File: src/rtl/cpu_mem_arb_pkg.sv
// Shared types and constants for the instruction/data memory port arbiter.
package cpu_mem_arb_pkg;

  typedef enum logic [1:0] {
    ARB_IDLE = 2'd0,
    ARB_IMEM = 2'd1,
    ARB_DMEM = 2'd2,
    ARB_RESP = 2'd3
  } arb_state_t;

  typedef enum logic [1:0] {
    OWN_NONE = 2'd0,
    OWN_IMEM = 2'd1,
    OWN_DMEM = 2'd2
  } owner_t;

  // Data returned to the owner when an access is aborted by the watchdog.
  localparam logic [31:0] BUS_ERR_DATA = 32'hDEADBEEF;

endpackage

File: src/rtl/mem_arb_watchdog.sv
// Counts consecutive cycles of an outstanding memory request and pulses
// timeout when the count reaches TIMEOUT_CYCLES without an acknowledge.
// The first cycle of mem_req counts as 1.
module mem_arb_watchdog #(
  parameter int TIMEOUT_CYCLES = 255
) (
  input  logic clk,
  input  logic rst,
  input  logic mem_req,
  input  logic mem_ack,
  output logic timeout
);

  localparam int CW = (TIMEOUT_CYCLES < 2) ? 1 : $clog2(TIMEOUT_CYCLES + 1);

  logic [CW-1:0] cnt_q, cnt_d;

  // Next count: advance while the request waits, restart when it ends.
  always_comb begin
    cnt_d   = '0;
    timeout = 1'b0;
    if (mem_req && !mem_ack) begin
      cnt_d = cnt_q + CW'(1);
      // cnt_q holds the cycles already waited, so this cycle is cnt_q + 1.
      if (cnt_q == CW'(TIMEOUT_CYCLES - 1)) begin
        timeout = 1'b1;
      end
    end
  end

  // Count register.
  always_ff @(posedge clk) begin
    if (rst) begin
      cnt_q <= '0;
    end else begin
      cnt_q <= cnt_d;
    end
  end

endmodule

File: src/rtl/mem_port_arbiter.sv
// Shares a single-outstanding memory port between instruction fetch and
// data load/store. dmem has fixed priority, bounded by a starvation limit
// that guarantees imem a grant; a watchdog aborts accesses that never ack.
module mem_port_arbiter
  import cpu_mem_arb_pkg::*;
#(
  parameter int ADDR_WIDTH     = 32,
  parameter int DATA_WIDTH     = 32,
  parameter int INST_WIDTH     = 32,
  parameter int STARVE_LIMIT   = 4,
  parameter int TIMEOUT_CYCLES = 255
) (
  input  logic                    clk,
  input  logic                    rst,
  input  logic [ADDR_WIDTH-1:0]   imem_addr,
  input  logic                    imem_read,
  output logic [INST_WIDTH-1:0]   imem_read_data,
  output logic                    imem_ready,
  input  logic [ADDR_WIDTH-1:0]   dmem_addr,
  input  logic [DATA_WIDTH-1:0]   dmem_write_data,
  input  logic                    dmem_read,
  input  logic                    dmem_write,
  input  logic [DATA_WIDTH/8-1:0] dmem_byte_enable,
  output logic [DATA_WIDTH-1:0]   dmem_read_data,
  output logic                    dmem_ready,
  output logic                    mem_req,
  output logic                    mem_we,
  output logic [ADDR_WIDTH-1:0]   mem_addr,
  output logic [DATA_WIDTH-1:0]   mem_wdata,
  output logic [DATA_WIDTH/8-1:0] mem_be,
  input  logic [DATA_WIDTH-1:0]   mem_rdata,
  input  logic                    mem_ack,
  input  logic                    err_clear,
  output logic                    bus_error,
  output logic [ADDR_WIDTH-1:0]   error_addr,
  output logic [1:0]              grant_owner
);

  localparam int BW = DATA_WIDTH / 8;
  localparam int SW = (STARVE_LIMIT < 1) ? 1 : $clog2(STARVE_LIMIT + 1);

  arb_state_t            state_q, state_d;
  owner_t                owner_q, owner_d;
  logic [SW-1:0]         starve_q, starve_d;
  logic                  bus_error_q, bus_error_d;
  logic [ADDR_WIDTH-1:0] err_addr_q, err_addr_d;
  logic [ADDR_WIDTH-1:0] addr_q, addr_d;
  logic [DATA_WIDTH-1:0] wdata_q, wdata_d;
  logic [BW-1:0]         be_q, be_d;
  logic                  we_q, we_d;
  logic [DATA_WIDTH-1:0] rdata_q, rdata_d;

  logic busy;
  logic dmem_req;
  logic timeout;

  assign busy     = (state_q == ARB_IMEM) || (state_q == ARB_DMEM);
  assign dmem_req = dmem_read || dmem_write;

  mem_arb_watchdog #(
    .TIMEOUT_CYCLES(TIMEOUT_CYCLES)
  ) u_watchdog (
    .clk    (clk),
    .rst    (rst),
    .mem_req(busy),
    .mem_ack(mem_ack),
    .timeout(timeout)
  );

  // Next-state, grant, starvation and error bookkeeping.
  always_comb begin
    state_d     = state_q;
    owner_d     = owner_q;
    starve_d    = starve_q;
    bus_error_d = bus_error_q && !err_clear;
    err_addr_d  = err_addr_q;
    addr_d      = addr_q;
    wdata_d     = wdata_q;
    be_d        = be_q;
    we_d        = we_q;
    rdata_d     = rdata_q;

    unique case (state_q)
      ARB_IDLE: begin
        owner_d = OWN_NONE;
        if (!imem_read) begin
          starve_d = '0;
        end
        if (imem_read && (!dmem_req || starve_q == SW'(STARVE_LIMIT))) begin
          owner_d  = OWN_IMEM;
          addr_d   = imem_addr;
          wdata_d  = '0;
          be_d     = '1;
          we_d     = 1'b0;
          starve_d = '0;
          state_d  = ARB_IMEM;
        end else if (dmem_req) begin
          owner_d = OWN_DMEM;
          addr_d  = dmem_addr;
          wdata_d = dmem_write_data;
          // A simultaneous read and write is treated as a write.
          we_d    = dmem_write;
          be_d    = dmem_write ? dmem_byte_enable : '1;
          if (imem_read && starve_q != SW'(STARVE_LIMIT)) begin
            starve_d = starve_q + SW'(1);
          end
          // A store with no lanes enabled has nothing to send to memory.
          if (dmem_write && dmem_byte_enable == '0) begin
            rdata_d = '0;
            state_d = ARB_RESP;
          end else begin
            state_d = ARB_DMEM;
          end
        end
      end
      ARB_IMEM, ARB_DMEM: begin
        // A real acknowledge beats a coincident timeout.
        if (mem_ack) begin
          rdata_d = mem_rdata;
          state_d = ARB_RESP;
        end else if (timeout) begin
          rdata_d     = DATA_WIDTH'(BUS_ERR_DATA);
          bus_error_d = 1'b1;
          if (!bus_error_q) begin
            err_addr_d = addr_q;
          end
          state_d = ARB_RESP;
        end
      end
      ARB_RESP: begin
        state_d = ARB_IDLE;
      end
      default: begin
        state_d = ARB_IDLE;
      end
    endcase
  end

  // Control state is reset; latched request/response data is not, since
  // every output that exposes it is gated by the state.
  always_ff @(posedge clk) begin
    if (rst) begin
      state_q     <= ARB_IDLE;
      owner_q     <= OWN_NONE;
      starve_q    <= '0;
      bus_error_q <= 1'b0;
      err_addr_q  <= '0;
    end else begin
      state_q     <= state_d;
      owner_q     <= owner_d;
      starve_q    <= starve_d;
      bus_error_q <= bus_error_d;
      err_addr_q  <= err_addr_d;
    end
    addr_q  <= addr_d;
    wdata_q <= wdata_d;
    be_q    <= be_d;
    we_q    <= we_d;
    rdata_q <= rdata_d;
  end

  assign mem_req        = busy;
  assign mem_we         = busy && we_q;
  assign mem_addr       = busy ? addr_q : '0;
  assign mem_wdata      = busy ? wdata_q : '0;
  assign mem_be         = busy ? be_q : '0;
  assign imem_ready     = (state_q == ARB_RESP) && (owner_q == OWN_IMEM);
  assign dmem_ready     = (state_q == ARB_RESP) && (owner_q == OWN_DMEM);
  assign imem_read_data = imem_ready ? rdata_q : '0;
  assign dmem_read_data = dmem_ready ? rdata_q : '0;
  assign bus_error      = bus_error_q;
  assign error_addr     = err_addr_q;
  assign grant_owner    = (state_q == ARB_IDLE) ? OWN_NONE : owner_q;

endmodule

File: config.mk
export PLATFORM = sky130hd
export DESIGN_NAME = mem_port_arbiter
export DESIGN_NICKNAME = d
export VERILOG_FILES = /design/src/rtl/cpu_mem_arb_pkg.sv /design/src/rtl/mem_arb_watchdog.sv /design/src/rtl/mem_port_arbiter.sv
export SDC_FILE = /design/constraint.sdc
export NUM_CORES = 1
export LEC_CHECK = 0
export CAP_MARGIN = 40
export CORE_MARGIN = 2
export CORE_UTILIZATION = 42
export CTS_CLUSTER_SIZE = 25
export DETAILED_ROUTE_END_ITERATION = 10
export PLACE_DENSITY_LB_ADDON = 0.12
export RECOVER_POWER = 100
export SYNTH_ARGS = -nofsm -noshare
export SYNTH_HDL_FRONTEND = slang
export SYNTH_SLANG_ARGS = --single-unit
File: constraint.sdc
create_clock -name clk -period 5.65 [get_ports clk]
set_input_delay 0.565 -clock clk [delete_from_list [all_inputs] [get_ports clk]]
set_output_delay 0.565 -clock clk [all_outputs]
set_load 0.02 [all_outputs]
==> reports/metrics.cfg, run 1 <==
[clocking]
clk_pin_slew_worst_paths_ps = 50
postCtsResizedCells = 0
worstSkewPairLatency_ps = 410
numCtsBuffers = 17
post-cts-setup-buffer-count = 0
cts_root_buffer = clkbuf_16
cts_tree = built
clock_sinks = 149
cts_max_level = 4
cts_hold_buf = 0
clock_path_buffers = 2

[synthesis]
yosysWarnings = 0
yosys.area.top_type_share = 0.4419
synth_cells = 629
synth_top_family_by_area = simple AND/OR/NAND/NOR gates
yosysMostFrequentCell = and2_1
synth_largest_area_cell = edfxtp_1
synth-compound-area-share = 0.06727
synth_fa_ha_area_frac = 0.01276
synth_edf_count = 101
synth_top_flop_cell = edfxtp_1
yosys.area_share.simple = 0.2352
synth_nets = 775
synth.area.mux_share = 0.05251
async_flop_share = 0
syn_avg_cell_area_um2 = 10.91
synth_area_um2 = 6863
synth_commonest_cells = and2_1, edfxtp_1, nand2_1
yosys_register_bits = 149
ys_types = 38
synth-xor-area-share = 0.006381
seq_area_frac_synth = 0.5820
synth.area.top_cells = edfxtp_1, and2_1, dfxtp_1, mux2_2, nand2_1

[worst_setup_path]
crit_family = buffers and inverters
critPathMaxFanout = 61
end_kind = output port
worstReg2RegStart = state_q[1]
crit_chain = inv_1 -> ha_1 -> buf_4 -> and2_1 -> dlygate4sd3_1
path_class = reg2out
crit_slowest_cell = ha_1
cp_data_required_time_ps = 5090
cp.buffers_inverters = 3
startpoint_type = flop
startpoint = state_q[1]
worstPathArrival_ps = 3570
slowest_delay_ps = 1290

[global_route]
grt_pass1_wl_mm = 29.13
grtUsageTotal = 0.2139
overflow = 0
first_global_vias = 5603
antenna_found_initial = 0
grt_start_max_net_pins = 69

[floorplan]
rows = 46
ios = 310
core_area_um2 = 15940
dieWidth_um = 131.8
initial_core_util = 0.4305
die_y_um = 131.8
fp.dieArea_um2 = 17380

[placement]
dp.cells = 1121
portBuffers = 309
place.gp.congestion = 0.8029
dpl.hpwl_mm = 13.96

[power]
p_leak_nw = 4.303
ir_drop_uv = 212.5
power_density_nw_per_um2 = 406.3

[finish]
final_nets = 1071
fillers = 1275
drive_above_1_share = 0.07036
area_delta_synth_final_pct = 55.88
fin_cells = 1155

[drt]
post_drt_wl_per_cell_um = 16.19
dr.first_iter.drc_count = 194
dr.pass1.iters = 4
vias = 5508
ant_nets = 0
finalWirelength_mm = 18.70
avgViaCountPerCell = 4.769
route.detailed.drc = 0

[sta]
fin_crit_ps = 4133
period_share = 0.7315
hold_violations = 0
slew_viol_final = 98
worst_pin_slew_ps = 2995
max-slew-margin-rel = -0.9967
setup-violations-final = 0
rsz0062_at_grt = no
finalSetupTns_ps = 0
finClkSkew_ps = 6.585
fmax_mhz = 242.0

[worst_hold_path]
hold_class = reg2reg
min_from = error_addr[16]

[job]
maxCapViolCount = 2

[run_status]
status = finished, violations left
violations = capacitance limit, slew limit

## per-layer routing
layer / GRT usage / routed length, um
met1: 0.2227 / 7164
met2: 0.4020 / 9873
met3: 0.06920 / 1338
met4: 0.07609 / 327
met5: 0 / 0
## area by class of cell
type / count / area, um^2 / share of cell area
antenna: 1 / 2.502 / 0.0002339
clock buffer: 19 / 432.9 / 0.04047
clock inverter: 13 / 138.9 / 0.01298
inverter: 31 / 116.4 / 0.01088
multi-input combinational: 408 / 2590 / 0.2421
sequential: 149 / 3994 / 0.3733
tap: 216 / 270.3 / 0.02526
timing repair buffer: 318 / 3153 / 0.2947
## report_power, final
part           leakage, nW  switching [mW]  internal (mW)
Sequential            1.37           0.116           1.58
Combinational         2.65           0.878          0.671
Clock                0.283           0.414          0.684
## registers in the layout, indices dropped and copies added, names as in the netlist
| register | flops |
|---|---|
| addr_q | 32 |
| error_addr | 32 |
| rdata_q | 32 |
| wdata_q | 32 |
| u_watchdog.cnt_q | 8 |
| be_q | 4 |
| starve_q | 3 |
| owner_q | 2 |
| state_q | 2 |
| bus_error | 1 |
| we_q | 1 |
## worst paths after layout
| kind | endpoint | slack (ps) | cells past startpoint |
|---|---|---|---|
| worst max-delay path | mem_addr[10] | 1520 | 5 |
| worst min-delay path | error_addr[16] | 460 | 2 |
| worst max register to register | error_addr[13] | 1590 | 8 |
| worst min register to register | error_addr[16] | 460 | 2 |
## worst min-delay path, stage by stage (launching register included)
cell and delay [ps]:
dfxtp_1 300, nand2_1 50, a21oi_1 50
## cell usage in the layout (no fill, tap or decap), drive strengths merged, types with 3 or more instances in the layout
master and count:
xnor2 3, and2 166, a21oi 38, dlygate4sd3 140, clkbuf 23, clkinv 9, ha 7, mux2 32
nand2 70, a21boi 25, edfxtp 101, nor2 14, inv 31, buf 5, bufinv 3, clkdlybuf4s50 169
nor2b 3, and3 8, nand2b 11, nand3 6, dfxtp 48
## cells by family (layout without fill, tap and decap cells)
logic type / after synthesis / in the layout
simple gates: 290 / 290
flops: 149 / 149
compound gates: 74 / 74
buf+inv: 72 / 381
mux: 32 / 32
fa+ha+maj: 7 / 7
xor+xnor: 5 / 5
other cells: 0 / 1
## through the flow
stage	instance area, um^2	power (mW)	worst slack [ps]	hold WS (ps)	util
2_1_floorplan	6863	2.553	1235	429.7	-
3_3_place_gp	10120	3.301	2308	441.1	0.6347
3_5_place_dp	10170	3.366	2411	452.8	0.6381
4_1_cts	10750	4.482	1965	460.9	0.6740
5_1_grt	10700	4.558	1140	475.9	0.6709
6_report	10700	4.347	1517	456.6	0.6710
Note: power is estimated with default switching activity, not from simulation.
==> inputs of run 2 (changes only) <==
CORE_UTILIZATION = 38   (was 42)
clock period = 3.7 ns   (was 5.65 ns; I/O delays follow)
==> run 2 against run 1 <==
Net effect:
- the run still ends with capacitance limit, slew limit left
- critical path type is now reg2reg
- die area increased by 10%
- largest cell class unchanged
- non-clock buffer count increased by 2
- critical endpoint is now wdata_q[20]
- global-route usage decreased by 2.4 points
==> reports/metrics.cfg, run 2 (synthesis results as in run 1) <==
[floorplan]
rows = 49  ; +6.5%
initial_core_util = 0.3847  ; -0.04580
dieWidth_um = 138.4  ; +5.0%
ios = 310  ; unchanged
die_y_um = 138.4  ; +5.0%
core_area_um2 = 17840  ; +12%
fp.dieArea_um2 = 19150  ; +10%

[global_route]
overflow = 0  ; unchanged
grtUsageTotal = 0.1896  ; -0.02433
grt_start_max_net_pins = 45  ; -35%
antenna_found_initial = 0  ; unchanged
grt_pass1_wl_mm = 28.75  ; -1.3%
first_global_vias = 5519  ; -1.5%

[placement]
dpl_worst_slack_ps = 930.3  ; -1480 ps
placed_area_um2 = 10200  ; +0.31%
portBuffers = 309  ; unchanged
dpl.hpwl_mm = 13.38  ; -4.2%
place.gp.congestion = 0.7404  ; -7.8%

[finish]
multi_input_area_um2 = 2584  ; -0.24%
fillers = 1472  ; +15%
regArea_um2 = 3994  ; unchanged
drive_above_1_share = 0.07340  ; +0.003042
design_area_um2 = 10760  ; +0.57%
area_delta_synth_final_pct = 56.77
final_common_cell = dlygate4sd3_1
fin_util = 0.6031  ; -0.06795
diodes = 0  ; -1
final_cell_mix = dlygate4sd3_1, and2_1, clkdlybuf4s50_1
final_nets = 1073  ; +0.19%

[sta]
period_share = 0.8848
setup-violations-final = 0  ; unchanged
rsz0062_at_grt = no
max-slew-margin-rel = -0.003483  ; +0.9933
hold_violations = 0  ; unchanged
fin_crit_ps = 3274
finClkSkew_ps = 9.508  ; +2.923 ps
worst_pin_slew_ps = 1505  ; -1490 ps
finalSetupTns_ps = 0  ; unchanged
slew_viol_final = 42  ; -57%
layout_setup_ws_ps = 426.1  ; -1091 ps
fmax_mhz = 305.4

[power]
power_density_nw_per_um2 = 620.2  ; +53%
ir_drop_uv = 402.1  ; +89%
p_leak_nw = 4.420  ; +2.7%

[worst_setup_path]
path_class = reg2reg
cp_data_required_time_ps = 3740  ; -1350 ps
crit_slowest_cell = nor2b_2
end_kind = flop
startpoint_type = flop
critPathMaxFanout = 44  ; -28%
slowest_delay_ps = 1120  ; -170 ps
worstPathArrival_ps = 3310  ; -260 ps
crit_chain = inv_1 -> ha_2 -> nor2b_2 -> clkbuf_2

[clocking]
numCtsBuffers = 17  ; unchanged
cts_hold_buf = 0  ; unchanged
cts_tree = built
cts_max_level = 4  ; unchanged
cts_root_buffer = clkbuf_16
post-cts-setup-buffer-count = 0  ; unchanged
clock_path_buffers = 2  ; unchanged
clock_sinks = 149  ; unchanged
clk_pin_slew_worst_paths_ps = 60  ; about the same
postCtsResizedCells = 0  ; unchanged
worstSkewPairLatency_ps = 420  ; about the same

[job]
maxCapViolCount = 2  ; unchanged

[drt]
ant_nets = 0  ; unchanged
route.detailed.drc = 0  ; unchanged
avgViaCountPerCell = 4.718  ; -1.1%
vias = 5515  ; +0.13%
post_drt_wl_per_cell_um = 15.56  ; -3.9%
dr.pass1.iters = 4  ; unchanged
finalWirelength_mm = 18.18  ; -2.8%
dr.first_iter.drc_count = 232  ; +20%

[run_status]
status = finished, violations left
violations = capacitance limit, slew limit

[worst_hold_path]
hold_class = reg2reg

==> run 2: cell count changes in the layout (fill, tap and decap cells not counted), moves of 4 or more <==
cell,delta
and2_0,-42
and2_1,+42
clkdlybuf4s50_1,-28
clkinv_2,-4
dlygate4sd3_1,+28
==> run 2: area by class of cell <==
cell class | instances | area share
well taps | 229 | 0.02663
clock buffers | 20 | 0.04442
flip-flops and latches | 149 | 0.3712
clock inverters | 12 | 0.01384
multi-input cells | 408 | 0.2401
inverters | 31 | 0.01082
repair buffers | 320 | 0.2929
==> run 2: power breakdown <==
| part | switching, mW | internal [mW] | total (mW) |
|---|---|---|---|
| registers | 0.160 | 2.42 | 2.57 |
| logic | 1.30 | 0.982 | 2.29 |
| clock network | 0.678 | 1.13 | 1.81 |
| total | 2.14 | 4.53 | 6.67 |
==> run 2: through the flow <==
stage / power, mW / hold slack (ps) / cells
after global placement: 5.068 / 441.4 / 1136
after global routing: 7.013 / 474.2 / 1169
final: 6.673 / 450.0 / 1169
after CTS: 6.937 / 453.3 / 1169
after detailed placement: 5.106 / 445.7 / 1137
after floorplan: 3.879 / 429.7 / 629
==> run 2: final timing paths <==
| path | from | endpoint | slack (ps) | cells after the start |
|---|---|---|---|---|
| hold reg to reg | error_addr[31] | error_addr[31] | 450 | 2 |
| setup reg to reg | state_q[0] | wdata_q[20] | 430 | 4 |
| setup / recovery | state_q[0] | wdata_q[20] | 430 | 4 |
| hold / removal | error_addr[31] | error_addr[31] | 450 | 2 |
==> run 2: worst max-delay path, delay by kind of cell, from the launching register on <==
kind / cells / cell delay [ps]
adders and majority gates: 1 / 310
buffers and inverters: 2 / 1110
DFF: 1 / 320
and+or+nand+nor: 1 / 1120
==> run 2: layer usage <==
metal | global-route usage | part of all wire | up-vias
met2 | 0.3262 | 0.50 | 239
met5 | 0 | 0 | -
li1 | - | - | 2689
met3 | 0.07413 | 0.096 | 24
met1 | 0.2164 | 0.39 | 2563
met4 | 0.06337 | 0.016 | 0
